**config.mk**
```make
export PLATFORM = sky130hd
export DESIGN_NAME = line_follow_ctrl
export DESIGN_NICKNAME = d
export VERILOG_FILES = /design/src/rtl/line_follow_pkg.sv /design/src/rtl/line_follow_ctrl_pwm.sv /design/src/rtl/line_follow_ctrl.sv
export SDC_FILE = /design/constraint.sdc
export NUM_CORES = 1
export LEC_CHECK = 0
export CAP_MARGIN = 5
export CORE_MARGIN = 2
export CORE_UTILIZATION = 56
export CTS_CLUSTER_DIAMETER = 50
export DETAILED_ROUTE_END_ITERATION = 8
export PLACE_DENSITY = 0.89
export SYNTH_ARGS = -nofsm -noshare
export SYNTH_HDL_FRONTEND = slang
export SYNTH_SLANG_ARGS = --single-unit
```
**constraint.sdc**
```tcl
create_clock -name clk -period 3.3 [get_ports clk]
set_input_delay 0.99 -clock clk [delete_from_list [all_inputs] [get_ports clk]]
set_output_delay 0.99 -clock clk [all_outputs]
set_load 0.05 [all_outputs]
```
**src/rtl/line_follow_pkg.sv**
```systemverilog
// Shared types and constants for the line-follower controller.
// State encodings are visible on state_o, so their values are fixed.
package line_follow_pkg;

  typedef enum logic [2:0] {
    StInit    = 3'd0,
    StFollow  = 3'd1,
    StSteer   = 3'd2,
    StBeacon  = 3'd3,
    StDeadend = 3'd4
  } state_e;

  localparam logic [1:0] DIR_STOP = 2'b00;
  localparam logic [1:0] DIR_FWD  = 2'b01;
  localparam logic [1:0] DIR_REV  = 2'b10;

endpackage

```
**src/rtl/line_follow_ctrl_pwm.sv**
```systemverilog
// Shared free-running PWM counter with one registered comparator per motor channel.
// A duty of 2**PWM_W (the widest value on i_duty_*) keeps the enable permanently on.
module pwm_gen #(
  parameter int unsigned PWM_W = 8
) (
  input  logic           i_clk,
  input  logic           i_reset,
  input  logic [PWM_W:0] i_duty_l,
  input  logic [PWM_W:0] i_duty_r,
  output logic           o_en_l,
  output logic           o_en_r
);

  logic [PWM_W-1:0] r_cnt;
  logic             r_en_l;
  logic             r_en_r;

  always_ff @(posedge i_clk) begin
    if (i_reset) begin
      r_cnt  <= '0;
      r_en_l <= 1'b0;
      r_en_r <= 1'b0;
    end else begin
      r_cnt  <= r_cnt + PWM_W'(1);
      r_en_l <= ({1'b0, r_cnt} < i_duty_l);
      r_en_r <= ({1'b0, r_cnt} < i_duty_r);
    end
  end

  assign o_en_l = r_en_l;
  assign o_en_r = r_en_r;

endmodule

```
**src/rtl/line_follow_ctrl.sv**
```systemverilog
// Line-follower motor controller: IPS sensor array and IR beacon in, H-bridge direction
// codes and PWM enables out. Direction and duty are registered together with the state.
module line_follow_ctrl
  import line_follow_pkg::*;
#(
  parameter int unsigned N_IPS       = 3,
  parameter int unsigned PWM_W       = 8,
  parameter int unsigned DUTY_FWD    = 64,
  parameter int unsigned DUTY_TURN   = 192,
  parameter int unsigned LOST_TO     = 1000,
  parameter int unsigned BEACON_HOLD = 500
) (
  input  logic             clk,
  input  logic             reset,
  input  logic [N_IPS-1:0] ips,
  input  logic [1:0]       ir,
  output logic [1:0]       dir_l,
  output logic [1:0]       dir_r,
  output logic             en_l,
  output logic             en_r,
  output logic [2:0]       state_o,
  output logic             beacon_p
);

  localparam int unsigned C         = N_IPS / 2;
  localparam int unsigned PopW      = $clog2(N_IPS + 1);
  localparam int unsigned SteerW    = (LOST_TO > 1) ? $clog2(LOST_TO) : 1;
  localparam int unsigned HoldW     = (BEACON_HOLD > 1) ? $clog2(BEACON_HOLD) : 1;
  localparam int unsigned FullScale = 2 ** PWM_W;

  localparam logic [PWM_W:0] DutyFwd =
    (PWM_W + 1)'((DUTY_FWD >= FullScale) ? FullScale : DUTY_FWD);
  localparam logic [PWM_W:0] DutyTurn =
    (PWM_W + 1)'((DUTY_TURN >= FullScale) ? FullScale : DUTY_TURN);
  localparam logic [SteerW-1:0] SteerLast = SteerW'(LOST_TO - 1);
  localparam logic [HoldW-1:0]  HoldLast  = HoldW'(BEACON_HOLD - 1);

  state_e            r_state;
  logic [1:0]        r_dir_l;
  logic [1:0]        r_dir_r;
  logic [PWM_W:0]    r_duty;
  logic [SteerW-1:0] r_steer_cnt;
  logic [HoldW-1:0]  r_hold_cnt;
  logic              r_beacon_p;

  state_e            w_next;
  logic [1:0]        w_dir_l;
  logic [1:0]        w_dir_r;
  logic [PWM_W:0]    w_duty;
  logic [SteerW-1:0] w_steer_cnt;
  logic [HoldW-1:0]  w_hold_cnt;
  logic              w_beacon_p;
  logic [PopW-1:0]   w_l;
  logic [PopW-1:0]   w_r;
  logic              w_bal;
  logic              w_ir;
  logic              w_lost;

  // Sensors left of centre occupy ips[N_IPS-1:C+1], right of centre ips[C-1:0].
  always_comb begin
    w_l = '0;
    w_r = '0;
    for (int i = 0; i < C; i++) begin
      w_r = w_r + PopW'(ips[i]);
      w_l = w_l + PopW'(ips[C+1+i]);
    end
  end

  assign w_bal  = ips[C] && (w_l == w_r);
  assign w_ir   = (ir != 2'b00);
  assign w_lost = (ips == '0);

  always_comb begin
    w_next = r_state;
    unique case (r_state)
      StInit: w_next = StFollow;
      StFollow: begin
        if (w_ir)        w_next = StBeacon;
        else if (w_lost) w_next = StDeadend;
        else if (!w_bal) w_next = StSteer;
      end
      StSteer: begin
        if (w_ir)                          w_next = StBeacon;
        else if (w_lost)                   w_next = StDeadend;
        else if (w_bal)                    w_next = StFollow;
        else if (r_steer_cnt == SteerLast) w_next = StDeadend;
      end
      StBeacon: begin
        if ((r_hold_cnt >= HoldLast) && !w_ir) w_next = StFollow;
      end
      StDeadend: begin
        if (w_ir)         w_next = StBeacon;
        else if (!w_lost) w_next = StFollow;
      end
      default: w_next = StFollow;
    endcase
  end

  // Outputs describe the state being entered, so they line up with state_o.
  always_comb begin
    w_dir_l = DIR_STOP;
    w_dir_r = DIR_STOP;
    w_duty  = '0;
    if (w_next == StFollow) begin
      w_dir_l = DIR_FWD;
      w_dir_r = DIR_FWD;
      w_duty  = DutyFwd;
    end else if (w_next == StSteer) begin
      if (w_l > w_r) begin
        w_dir_l = DIR_REV;
        w_dir_r = DIR_FWD;
        w_duty  = DutyTurn;
      end else if (w_r > w_l) begin
        w_dir_l = DIR_FWD;
        w_dir_r = DIR_REV;
        w_duty  = DutyTurn;
      end else begin
        w_dir_l = DIR_FWD;
        w_dir_r = DIR_FWD;
        w_duty  = DutyFwd;
      end
    end
  end

  always_comb begin
    w_steer_cnt = '0;
    w_hold_cnt  = '0;
    w_beacon_p  = (w_next == StBeacon) && (r_state != StBeacon);
    if ((r_state == StSteer) && (w_next == StSteer) && (r_steer_cnt < SteerLast)) begin
      w_steer_cnt = r_steer_cnt + SteerW'(1);
    end else if ((r_state == StSteer) && (w_next == StSteer)) begin
      w_steer_cnt = r_steer_cnt;
    end
    if ((r_state == StBeacon) && (w_next == StBeacon)) begin
      w_hold_cnt = (r_hold_cnt < HoldLast) ? r_hold_cnt + HoldW'(1) : r_hold_cnt;
    end
  end

  always_ff @(posedge clk) begin
    if (reset) begin
      r_state     <= StInit;
      r_dir_l     <= DIR_STOP;
      r_dir_r     <= DIR_STOP;
      r_duty      <= '0;
      r_steer_cnt <= '0;
      r_hold_cnt  <= '0;
      r_beacon_p  <= 1'b0;
    end else begin
      r_state     <= w_next;
      r_dir_l     <= w_dir_l;
      r_dir_r     <= w_dir_r;
      r_duty      <= w_duty;
      r_steer_cnt <= w_steer_cnt;
      r_hold_cnt  <= w_hold_cnt;
      r_beacon_p  <= w_beacon_p;
    end
  end

  pwm_gen #(
    .PWM_W(PWM_W)
  ) u_pwm (
    .i_clk   (clk),
    .i_reset (reset),
    .i_duty_l(r_duty),
    .i_duty_r(r_duty),
    .o_en_l  (en_l),
    .o_en_r  (en_r)
  );

  assign dir_l    = r_dir_l;
  assign dir_r    = r_dir_r;
  assign state_o  = r_state;
  assign beacon_p = r_beacon_p;

endmodule

```
==> results.cfg <==
[placement]
placed_cells = 247
place_area_sq_um = 1990
portBuffers = 16
dp_hpwl_microns = 2320
routabilityCongestion = 0.840

[min_path]
hp-start = u_pwm.r_cnt[0]
worstHoldPathCells = 1
hold-path-endpoint = u_pwm.r_cnt[0]
hold_class = reg2reg

[yosys]
yosysMostFrequentCell = dfxtp_1
synthTopCellsByCount = dfxtp_1 (38), nor2_1 (17), nand3_1 (11), xor2_1 (11), nor3_2 (10)
ys_types = 42
syn_inst = 195
ys_ff_latch = 38
synthTopCellsByArea = dfxtp_1 (41%), nor3_2 (5.4%), xor2_1 (5.2%), xnor2_1 (4.3%), ha_1 (4.1%)
synth_top_area_share_pct = 41.2
synth_flop_cell = dfxtp_1
ys_seq_area_share_pct = 41.2
netlist_area_sq_um = 1850
async_reset_ff_share_pct = 0
ys.warnings.count = 0
synth.largest_area_cell = dfxtp_1
synth_edf_count = 0
syn_avg_cell_area_sq_um = 9.47
syn_nets = 208

[setup_path]
reg2reg_from = r_hold_cnt[0]
cp.arrival_ns = 3.29
start_kind = primary input
rr_worst_depth = 7
required_ns = 3.57
r2r-end = r_steer_cnt[6]
critical_path_class = in2reg
reg2reg_slack_ns = 1.22
crit_path_end_kind = register
cp_max_fo = 10

[global_routing]
grt_overflow = 0
track_usage_pct = 18.6
grt_max_degree = 15
grt_first_pass_wirelength_microns = 5150
antenna_found_initial = 0
grt_pass1_vias = 1198

[cts]
cts-root-buf = clkbuf_4
insertion_delay_ns = 0.34
clockBufferDepth = 2
cts_made_buffers = 5
cts_hold_repair.buffers = 0
cts.reportedPaths.clkPinSlew_ns = 0.11
cts_num_sinks = 38
cts_setup_buffers = 0
cts.htree.levels = 2
tritoncts = done
postCtsResizedCells = 0

[finish]
final_nets = 223
final_cell_area_sq_um = 2040
antenna_cells = 0
area_delta_synth_final_pct = 10.4
fin_cells = 254
drive_gt1_share_pct = 11.0

[drt]
drc = 0
viasPerCell = 5.44
initialDrtViolationCount = 49
wl_microns = 3140
post_drt_wl_per_cell_microns = 12.4
first_pass_iters = 4
final_antenna_net_count = 0
vias = 1383

[sta]
fin_crit_ns = 3.02
fin_skew_ns = 0.00864
fin_tns_setup_ns = 0
slew_headroom_pct = 65.2
worstMarginPinSlew_ns = 0.522
hold_viol = 0
holdWs_ns = 0.447
max_freq_mhz = 331
drv_slew = 0
rsz0062_at_grt = no
finalSetupViolCount = 0
min_period_over_period_pct = 91.6

[floorplanning]
die_y_microns = 61.4
dieArea_sq_um = 3770
coreArea_sq_um = 3100
pin_count = 17
initial_core_util_pct = 59.5
chipWidth_microns = 61.4
placementRows = 20

[power_and_ir_drop]
p_per_area_nw_per_um2 = 414
power.total_mw = 0.844
leakage_nw = 0.737
max-vdd-ir-drop_v = 0.000306

[run_status]
run_status = complete, no violations

[run]
max-cap-violations = 0
per-stage QoR:
step	util, %	setup slack [ns]
final	65.7	0.278
after global routing	65.7	0.213
after CTS	65.7	0.300
after detailed placement	64.2	-0.0595
after global placement	64.2	0.0429
after floorplan	-	0.676
worst max-delay path: stages:
cell and delay (ns):
clkdlybuf4s50_1 0.53, inv_1 0.07, ha_1 0.30, and2_1 0.23, nor4_1 0.29, a211o_1 0.23
nand2b_1 0.20, buf_4 0.26, nor3_2 0.19
cell type report:
cell class	instances	area, sq um
sequential	38	761
timing repair buffer	18	175
clock inverter	1	7.51
inverter	7	26.3
fill	273	1060
multi-input combinational	140	973
tap	44	55.1
clock buffer	6	41.3
layout by cell type (no fill, tap or decap), types with 2 or more instances in the layout:
cell type | netlist | routed
nor3_1 | 8 | 8
ha_1 | 6 | 6
xnor2_1 | 9 | 9
a2111o_1 | 2 | 2
or3_1 | 2 | 2
dfxtp_1 | 38 | 38
nand4_1 | 4 | 4
a41oi_1 | 2 | 2
nand2_1 | 9 | 9
o31ai_1 | 2 | 2
nor2_1 | 17 | 17
clkdlybuf4s50_1 | 0 | 16
buf_4 | 2 | 2
a211oi_1 | 2 | 2
xor2_1 | 11 | 11
and2_1 | 2 | 2
nor2b_1 | 2 | 2
nor4_1 | 3 | 3
mux2i_1 | 2 | 2
inv_1 | 7 | 7
a211o_1 | 4 | 4
clkbuf_4 | 0 | 5
nor3_2 | 10 | 10
and4_1 | 2 | 2
nand2b_1 | 4 | 4
o21ai_0 | 3 | 3
nand3_1 | 11 | 11
a21oi_1 | 5 | 5
and3_1 | 7 | 7
power breakdown:
group          switching [mW]  total (mW)  internal, mW
clock network           0.144       0.223        0.0796
registers              0.0129       0.486         0.474
logic                  0.0836       0.135        0.0510
how the worst max path moves through the flow:
stage,start,to,slack (ns),cells after the start
2_1_floorplan,ips[0],r_steer_cnt[0],0.68,9
3_3_place_gp,ips[0],r_steer_cnt[2],0.04,9
3_5_place_dp,ips[0],r_steer_cnt[5],-0.06,9
4_1_cts,ips[0],r_steer_cnt[6],0.30,9
5_1_grt,ips[0],r_steer_cnt[8],0.21,9
6_report,ips[0],r_steer_cnt[6],0.28,9
logic make-up after synthesis:
| kind of cell | share of synthesized area [%] |
|---|---|
| AOI/OAI and AO/OA | 10.4 |
| xor gates and xnor gates | 9.49 |
| adders and majority gates | 4.06 |
| buffers and inverters | 6.10 |
| DFF | 41.2 |
| muxes | 1.08 |
| and+or+nand+nor | 27.7 |
per-layer routing:
metal	vias to the layer above	global-route usage, %	share of wire, %
li1	722	-	-
met1	627	23.9	49
met2	29	28.6	45
met3	5	7.56	4.3
met4	0	6.08	1.4
met5	-	0	0
state kept, by name (all words and copies together) (netlist names):
signal	cells
beacon_p	1
dir_l	2
dir_r	2
r_duty	2
r_hold_cnt	9
r_steer_cnt	10
state_o	3
u_pwm.o_en_r	1
u_pwm.r_cnt	8
(Power assumes the default switching activity.)
